File: config.mk
export PLATFORM = sky130hd
export DESIGN_NAME = serial_addsub
export DESIGN_NICKNAME = d
export VERILOG_FILES = /design/src/rtl/serial_addsub.sv
export SDC_FILE = /design/constraint.sdc
export NUM_CORES = 1
export LEC_CHECK = 0
export CAP_MARGIN = 10
export CORE_MARGIN = 5
export CORE_UTILIZATION = 50
export DETAILED_ROUTE_END_ITERATION = 10
export PLACE_DENSITY_LB_ADDON = 0.1
export SKIP_CTS_REPAIR_TIMING = 1
export SLEW_MARGIN = 20
export SYNTH_ARGS = -nofsm -noshare
export SYNTH_HDL_FRONTEND = slang
export SYNTH_SLANG_ARGS = --single-unit
File: constraint.sdc
create_clock -name clk -period 2.98 [get_ports clk]
set_input_delay 0.298 -clock clk [delete_from_list [all_inputs] [get_ports clk]]
set_output_delay 0.298 -clock clk [all_outputs]
set_load 0.05 [all_outputs]
File: src/rtl/serial_addsub.sv
// serial_addsub: bit-serial adder/subtractor.
// Uses a single full-adder stage built from NAND half adders.
// Operands are shifted through LSB first, one bit per clock.
//
// state | meaning
// ------+---------------------------------------------
// IDLE  | waiting for start; captures operands on start
// RUN   | processing one bit per clock, LSB first
// DONE  | one-cycle done pulse, then back to IDLE
module serial_addsub #(
    parameter int WIDTH = 4
) (
    input  logic             clk,
    input  logic             rst_n,
    input  logic             start,
    input  logic             sub,
    input  logic [WIDTH-1:0] a,
    input  logic [WIDTH-1:0] b,
    output logic             busy,
    output logic             done,
    output logic [WIDTH-1:0] result,
    output logic             cout,
    output logic             ovf
);

    localparam int CNT_W = (WIDTH > 2) ? $clog2(WIDTH) : 1;

    typedef enum logic [1:0] {
        IDLE = 2'd0,
        RUN  = 2'd1,
        DONE = 2'd2
    } state_t;

    state_t state, state_next;

    logic [WIDTH-1:0] a_sh, b_sh, res_sh;
    logic             carry;
    logic [CNT_W-1:0] cnt;
    logic             last_bit;

    // full adder from two NAND half adders plus carry OR
    logic ha1_n, ha1_s, ha1_c;
    logic ha2_n, ha2_s, ha2_c;
    logic fa_s, fa_c;

    assign ha1_n = ~(a_sh[0] & b_sh[0]);
    assign ha1_s = ~(~(a_sh[0] & ha1_n) & ~(b_sh[0] & ha1_n));
    assign ha1_c = ~ha1_n;
    assign ha2_n = ~(ha1_s & carry);
    assign ha2_s = ~(~(ha1_s & ha2_n) & ~(carry & ha2_n));
    assign ha2_c = ~ha2_n;
    assign fa_s  = ha2_s;
    assign fa_c  = ha1_c | ha2_c;

    assign last_bit = (cnt == CNT_W'(WIDTH - 1));

    // state register
    always_ff @(posedge clk or negedge rst_n) begin
        if (!rst_n) state <= IDLE;
        else        state <= state_next;
    end

    // next-state decode
    always_comb begin
        state_next = state;
        case (state)
            IDLE:    if (start) state_next = RUN;
            RUN:     if (last_bit) state_next = DONE;
            DONE:    state_next = IDLE;
            default: state_next = IDLE;
        endcase
    end

    // status outputs decoded from state
    always_comb begin
        busy = (state == RUN);
        done = (state == DONE);
    end

    // operand capture, bit-serial datapath and result registers
    always_ff @(posedge clk or negedge rst_n) begin
        if (!rst_n) begin
            a_sh   <= '0;
            b_sh   <= '0;
            res_sh <= '0;
            carry  <= 1'b0;
            cnt    <= '0;
            result <= '0;
            cout   <= 1'b0;
            ovf    <= 1'b0;
        end else begin
            case (state)
                IDLE: begin
                    if (start) begin
                        a_sh  <= a;
                        // subtraction as a + ~b + 1: invert b, preload carry
                        b_sh  <= b ^ {WIDTH{sub}};
                        carry <= sub;
                        cnt   <= '0;
                    end
                end
                RUN: begin
                    res_sh <= {fa_s, res_sh[WIDTH-1:1]};
                    a_sh   <= {1'b0, a_sh[WIDTH-1:1]};
                    b_sh   <= {1'b0, b_sh[WIDTH-1:1]};
                    carry  <= fa_c;
                    cnt    <= cnt + 1'b1;
                    if (last_bit) begin
                        result <= {fa_s, res_sh[WIDTH-1:1]};
                        cout   <= fa_c;
                        // carry into MSB differs from carry out of MSB
                        ovf    <= fa_c ^ carry;
                    end
                end
                default: ;
            endcase
        end
    end

endmodule

==> flow_summary.toml, run 1 <==
[power_and_ir_drop]
pwr-share-clk_pct = 15.6
irDropWorstVdd_uv = 594
power_frac_comb_pct = 46.5
power.density_mw_per_mm2 = 1150
p_switching_mw = 0.569
cellLeakagePower_nw = 0.550
intPower_mw = 0.889
seq_power_share_pct = 38.0
switching_share_pct = 39.0

[floorplan]
io_pins = 20
die-width_um = 55.2
start_util_pct = 52.2
row_count = 16
die_y_um = 55.2
die_area_sq_mm = 0.00305
core_sq_mm = 0.00196

[global_routing]
grt_pass1_vias = 713
grt_antenna_before_repair = 0
grt_overflow = 0
grt_pass1_wl_um = 3000
grt_usage_pct = 12.3
grt_max_degree = 23

[timing]
worstMarginPinSlew_ns = 0.950
fin_crit_sh_pct = 83.1
rsz0062_at_grt = "no"
report.final.setup_viol = 0
hold_violations = 0
fin_setup_tns_ns = 0
whs_ns = 0.493
fmax_mhz = 404
finClkSkew_ns = 0.00845
fin_crit_ns = 2.48
max-slew-margin-rel_pct = 36.4
slew_viol_final = 0

[worst_setup_path]
critPathMaxFanout = 13
startpoint_type = "flip-flop"
critPathRequiredTime_ns = 2.68
r2r_cells = 3
critical_path_arrival_ns = 2.18
critical_path_class = "flip-flop to primary output"
cp-end-kind = "primary output"

[logic_synthesis]
yosysTopAreaCell = "dfrtp_1"
synth_nets = 95
yosysWarnings = 0
syn_area_sq_mm = 0.00102
ys_ff_latch = 22
synth_seq_area_share_pct = 53.8
netlist_instances = 81
synth_top_area_share_pct = 53.8
avgSynthCellArea_sq_um = 12.6
synth_area_leaders = "dfrtp_1 54%, mux2_2 9.9%, xnor2_1 3.4%, o21ai_0 2.9%, a22oi_1 2.9%"
synth_cell_types = 27

[detailed_routing]
wl_met1_um = 766
antenna_left = 0
drt_drc_violations_left = 0
met2WireLength_um = 811
maxUsedRoutingLayer = "met4"
vias_per_cell = 5.17
wire_per_inst_um = 13.3
dr.first_iter.drc_count = 9
totalWireLength_um = 1690
firstDrtPassIters = 4
routed-wl-met3_um = 100
vias = 657

[worst_hold_path]
min_path_type = "flip-flop to flip-flop"
hold_path_depth = 2

[layout]
multi_input_area_sq_um = 433
stdcell_count = 127
drive_above_1_share_pct = 19.0
fin_util_pct = 64.8
area_delta_synth_final_pct = 24.2
regArea_sq_um = 551
num-fill-cells = 169
antennaDiodeCount = 0
final_cell_mix = "22 x dfrtp_1, 19 x clkdlybuf4s50_1, 9 x mux2_2"
fin_nets = 115
final_area_sq_mm = 0.00127
final_common_cell = "dfrtp_1"

[clock_tree]
cts_tree = "done"
clock_latency_ns = 0.31
cts_buffer_depth = 2
htreeDepth = 1
numClockSinks = 22
clk_pin_slew_ns = 0.13
cts-root-buf = "clkbuf_4"
cts_buffers = 3

[placed_design]
gp_congestion = 0.814
place_area_sq_mm = 0.00122
placed_cells = 123
port-buffer-count = 19
hpwlAfterDp_um = 1300

[run]
maxCapViolCount = 0

[run_status]
status = "complete, no violations"
## worst max-delay path, cell delays in order (launching register included)
cell,delay [ns]
dfrtp_1,0.70
inv_2,0.13
nor2_4,0.19
clkdlybuf4s50_1,0.84
## per-stage QoR
stage / power, mW / setup slack, ns
finish: 1.46 / 0.504
global route: 1.56 / 0.377
CTS: 1.48 / 0.511
detailed placement: 1.25 / 0.878
global placement: 1.23 / 0.901
floorplan: 1.07 / 1.64
## path summary, 6_finish.rpt
| check | from | end | slack [ns] |
|---|---|---|---|
| hold reg to reg | ovf$_DFFE_PN0P_ | ovf$_DFFE_PN0P_ | 0.49 |
| max in group asynchronous | rst_n | b_sh[3]$_DFFE_PN0P_ | 1.89 |
| hold / removal | ovf$_DFFE_PN0P_ | ovf$_DFFE_PN0P_ | 0.49 |
| setup reg to reg | state[0]$_DFFE_PN0P_ | b_sh[0]$_DFFE_PN0P_ | 1.47 |
| setup / recovery | state[0]$_DFFE_PN0P_ | busy | 0.50 |
| min in group asynchronous | rst_n | cout$_DFFE_PN0P_ | 0.50 |
## power groups by stage
stage	registers, mW	logic, mW	clock network, mW
2_1_floorplan	0.654	0.415	0
3_3_place_gp	0.555	0.679	0
3_5_place_dp	0.562	0.691	0
4_1_cts	0.555	0.692	0.231
5_1_grt	0.575	0.749	0.238
6_report	0.553	0.677	0.227
## cells in the mapped netlist (all sizes together)
library cell,instances
dfrtp,22
inv,3
nor2b,3
a22o,1
o21bai,1
nand3b,1
mux2,9
buf,4
a22oi,4
and2b,1
xor2,1
o22a,2
a21oi,2
nor4b,1
fa,1
xnor2,4
ha,1
nor2,4
a32o,1
nand2,6
a2bb2oi,2
o21ai,6
a221o,1
## registers in the layout, indices dropped and copies added (netlist names)
register and count:
cnt 2, cout 1, carry 1, ovf 1
state 2, result 4, a_sh 4, res_sh 3
b_sh 4
## kinds of logic after synthesis
family	Yosys count	share of synthesized area (%)
DFF	22	53.8
buffers and inverters	7	3.91
and+or+nand+nor	16	9.90
adders and majority gates	2	3.18
muxes	9	9.90
AOI/OAI and AO/OA	20	15.0
xor gates and xnor gates	5	4.28
## layer usage
layer	global-route usage [%]	vias up
li1	-	322
met1	14.1	314
met2	20.6	19
met3	3.96	2
met4	5.90	0
met5	0	-
## area by class of cell
type / instances / area share (%)
flip-flops and latches: 22 / 43.3
inverters: 3 / 0.886
clock inverters: 1 / 2.36
clock buffers: 3 / 1.77
repair buffers: 19 / 15.0
well taps: 27 / 2.66
multi-input cells: 52 / 34.1
Note: power is estimated with default switching activity, not from simulation.
==> run 2, diff against run 1 <==
CORE_UTILIZATION = 49   (was 50)
clock period = 2.35 ns   (was 2.98 ns; I/O delays follow)
==> run 2 against run 1 <==
Against the previous run:
- flip-flop and latch count stayed put
- sequential power is 18% higher
- combinational power is 40% higher
- first-iteration DRC count is 56% lower
- clock skew is 0.0031 ns lower
- clock power is 28% higher
- cell count is 2.4% higher
- core utilization is 0.36 points higher
- routed wire length is 7.0% higher
- power is 30% higher
- largest cell class unchanged
==> flow_summary.toml, run 2 (synthesis results as in run 1) <==
[timing]
hold_violations = 0
setup_ws_ns = 0.391
fin_crit_ns = 1.96
worstMarginPinSlew_ns = 0.496
finClkSkew_ns = 0.00535
report.final.setup_viol = 0
slew_viol_final = 0
fin_setup_tns_ns = 0
rsz0062_at_grt = "no"
fin_crit_sh_pct = 83.4
fmax_mhz = 510
max-slew-margin-rel_pct = 66.9

[clock_tree]
htreeDepth = 1
clock_latency_ns = 0.31
cts_buffers = 3
cts-root-buf = "clkbuf_4"
cts_tree = "done"
cts_buffer_depth = 2
clk_pin_slew_ns = 0.13
numClockSinks = 22

[worst_setup_path]
critPathMaxFanout = 2
r2r_start = "state[0]$_DFFE_PN0P_"
timing.rr.end = "b_sh[1]$_DFFE_PN0P_"
critPathRequiredTime_ns = 2.12
critical_path_class = "flip-flop to primary output"
startpoint = "state[0]$_DFFE_PN0P_"
r2r_slack_ns = 0.92
r2r_cells = 4
cp-end-kind = "primary output"
startpoint_type = "flip-flop"
critical_path_arrival_ns = 1.72
cp-endpoint = "done"

[placed_design]
pre_cts_slack_ns = 0.655
port-buffer-count = 19
placed_cells = 126
hpwlAfterDp_um = 1360
gp_congestion = 0.798

[layout]
antennaDiodeCount = 0
regArea_sq_um = 551
final_cell_mix = "22 x dfrtp_1, 18 x clkdlybuf4s50_1, 9 x mux2_2"
num-fill-cells = 158
fin_nets = 118
multi_input_area_sq_um = 433
reg.largest.list = "a_sh x4, b_sh x4, result x4"
drive_above_1_share_pct = 22.3
stdcell_count = 130
area_delta_synth_final_pct = 26.2
final_common_cell = "dfrtp_1"

[floorplan]
die_y_um = 55.7
io_pins = 20
start_util_pct = 51.6
row_count = 16
core_sq_mm = 0.00198
die-width_um = 55.7
die_area_sq_mm = 0.00310

[power_and_ir_drop]
cellLeakagePower_nw = 0.566
irDropWorstVdd_uv = 918
power.total_mw = 1.89
power.density_mw_per_mm2 = 1460

[detailed_routing]
vias = 681
dr.first_iter.drc_count = 4
antenna_left = 0
firstDrtPassIters = 4
wire_per_inst_um = 13.9
vias_per_cell = 5.24
drt_drc_violations_left = 0
totalWireLength_um = 1810

[global_routing]
grt_pass1_vias = 716
grt_antenna_before_repair = 0
grt_overflow = 0
grt_max_degree = 23
grt_usage_pct = 12.8
grt_pass1_wl_um = 3220

[run]
maxCapViolCount = 0

[run_status]
status = "complete, no violations"

[worst_hold_path]
min_path_type = "input port to async pin"
run 2: final cells by class:
class                      instances  share of cell area (%)
clock buffer                       3                    1.74
tap                               27                    2.62
multi-input combinational         52                    33.5
inverter                           3                   0.872
timing repair buffer              22                    16.3
sequential                        22                    42.6
clock inverter                     1                    2.33
run 2: layer usage:
metal  GRT usage [%]  wire (um)
met1            17.2        818
met2            20.4        907
met3            2.55         56
met4            4.17         24
met5               0          0
run 2: worst max-delay path: stages, from the launching register on:
cell and delay (ns):
dfrtp_1 0.41, and2b_2 0.21, clkdlybuf4s50_1 0.79
run 2: power by group:
group	total, mW	internal, mW	switching [mW]
Combinational	0.948	0.422	0.525
Clock	0.290	0.172	0.118
Sequential	0.651	0.551	0.0997
run 2: worst min path at each step:
stage                          startpoint                    to  slack [ns]  depth (start not counted)
after global placement    ovf$_DFFE_PN0P_       ovf$_DFFE_PN0P_        0.46                          2
after detailed placement  ovf$_DFFE_PN0P_       ovf$_DFFE_PN0P_        0.48                          2
after global routing                rst_n  state[0]$_DFFE_PN0P_        0.25                          2
after floorplan                     rst_n   a_sh[0]$_DFFE_PN0P_       -0.06                          0
after CTS                           rst_n  state[0]$_DFFE_PN0P_        0.25                          2
final                               rst_n   a_sh[2]$_DFFE_PN0P_        0.24                          2
run 2: per-stage QoR:
step	utilization [%]	cell area, sq um	hold slack [ns]
detailed placement	62.5	1240	0.479
global route	65.2	1290	0.252
floorplan	-	1020	-0.0606
CTS	65.2	1290	0.251
global placement	62.5	1240	0.461
finish	65.2	1290	0.244
==> run 3, diff against run 2 <==
clock period = 1.9 ns   (was 2.35 ns; I/O delays follow)
==> run 3 against run 2 <==
Against the previous run:
- combinational power up 22%
- cell area decreased by 0.48%
- power rose by 20%
- critical path type unchanged
- die area unchanged
- register-to-register slack got worse by 0.43 ns
- routed wire length rose by 0.17%
- highest routed layer is now met3
==> flow_summary.toml, run 3 (synthesis results as in run 1) <==
[run_status]
status = "complete, no violations"

[clock_tree]
cts-root-buf = "clkbuf_4"
clock_latency_ns = 0.30
htreeDepth = 1
cts_buffer_depth = 2
numClockSinks = 22
clk_pin_slew_ns = 0.12
cts_tree = "done"
cts_buffers = 3

[global_routing]
grt_pass1_vias = 672
grt_overflow = 0
grt_max_degree = 23
grt_usage_pct = 12.7
grt_antenna_before_repair = 0
grt_pass1_wl_um = 3100

[power_and_ir_drop]
switching_share_pct = 40.5
pwr-share-clk_pct = 11.1
seq_power_share_pct = 37.6
power_frac_comb_pct = 51.3
cellLeakagePower_nw = 0.565
intPower_mw = 1.34
p_switching_mw = 0.915
irDropWorstVdd_uv = 1130
power.density_mw_per_mm2 = 1760

[worst_setup_path]
crit_family = "buffers and inverters"
cpPeakStageDelay_ns = 0.81
critical_path_arrival_ns = 1.47
cp.buffers_inverters = 1
critical_path_class = "flip-flop to primary output"
critPathRequiredTime_ns = 1.71
path_cells = "clkdlybuf4s50_1"
startpoint_type = "flip-flop"
worst_path_max_delay_cell = "clkdlybuf4s50_1"
critPathMaxFanout = 2
cp-end-kind = "primary output"

[detailed_routing]
drt_drc_violations_left = 0
maxUsedRoutingLayer = "met3"
routed-wl-met3_um = 74
met2WireLength_um = 863
vias_per_cell = 5.15
totalWireLength_um = 1810
antenna_left = 0
wl_met1_um = 871
dr.first_iter.drc_count = 4
firstDrtPassIters = 3
vias = 669
wire_per_inst_um = 13.9

[floorplan]
die-width_um = 55.7
start_util_pct = 51.6
core_sq_mm = 0.00198
die_area_sq_mm = 0.00310
io_pins = 20
die_y_um = 55.7
row_count = 16

[layout]
reg.largest.list = "a_sh x4, b_sh x4, result x4"
final_area_sq_mm = 0.00128
area_delta_synth_final_pct = 25.5
final_common_cell = "dfrtp_1"
stdcell_count = 130
final_cell_mix = "22 x dfrtp_1, 17 x clkdlybuf4s50_1, 9 x mux2_2"
drive_above_1_share_pct = 23.3
fin_nets = 118
antennaDiodeCount = 0

[timing]
fmax_mhz = 602
report.final.setup_viol = 0
fin_setup_tns_ns = 0
finClkSkew_ns = 0.00259
worstMarginPinSlew_ns = 0.504
rsz0062_at_grt = "no"
fin_crit_ns = 1.66
hold_violations = 0
whs_ns = 0.224
slew_viol_final = 0
setup_ws_ns = 0.238
max-slew-margin-rel_pct = 66.3
fin_crit_sh_pct = 87.5

[placed_design]
hpwlAfterDp_um = 1370
placed_cells = 126
port-buffer-count = 19
pre_cts_slack_ns = 0.384
place_area_sq_mm = 0.00125
gp_congestion = 0.765

[run]
maxCapViolCount = 0

[worst_hold_path]
min_path_type = "input port to async pin"
-- run 3: cell types whose count changed in the layout (fill, tap and decap cells not counted), sizes merged --
cell           change
buf                +1
bufinv             -1
clkbuf             +1
clkdlybuf4s50      -1
-- run 3: area by class of cell --
class                      instances  area, sq um
sequential                        22          551
inverter                           3         11.3
multi-input combinational         52          433
tap                               27         33.8
fill                             162          697
clock buffer                       4         36.3
timing repair buffer              22          220
-- run 3: worst paths after layout --
check | start | end | slack (ns) | cells past startpoint
hold reg to reg | ovf$_DFFE_PN0P_ | ovf$_DFFE_PN0P_ | 0.49 | 2
min in group clk | ovf$_DFFE_PN0P_ | ovf$_DFFE_PN0P_ | 0.49 | 2
setup reg to reg | state[1]$_DFFE_PN0P_ | result[0]$_DFFE_PN0P_ | 0.49 | 2
setup / recovery | cout$_DFFE_PN0P_ | cout | 0.24 | 1
max in group asynchronous | rst_n | res_sh[2]$_DFFE_PN0P_ | 1.46 | 2
hold / removal | rst_n | a_sh[3]$_DFFE_PN0P_ | 0.22 | 2
-- run 3: power by group through the flow --
stage / Sequential (mW) / Clock (mW) / Combinational (mW)
floorplan: 1.03 / 0 / 0.650
global placement: 0.850 / 0 / 1.15
detailed placement: 0.866 / 0 / 1.16
CTS: 0.853 / 0.260 / 1.17
global route: 0.883 / 0.276 / 1.25
finish: 0.850 / 0.250 / 1.16
-- run 3: routing by layer --
| layer | global-route usage (%) | vias to the layer above |
|---|---|---|
| met5 | 0 | - |
| met4 | 2.08 | 0 |
| met3 | 5.10 | 0 |
| met2 | 19.8 | 12 |
| met1 | 16.9 | 328 |
| li1 | - | 329 |
-- run 3: through the flow --
| step | util [%] | power, mW |
|---|---|---|
| finish | 64.8 | 2.26 |
| global route | 64.8 | 2.40 |
| CTS | 64.8 | 2.28 |
| detailed placement | 63.0 | 2.03 |
| global placement | 63.0 | 2.00 |
| floorplan | - | 1.68 |
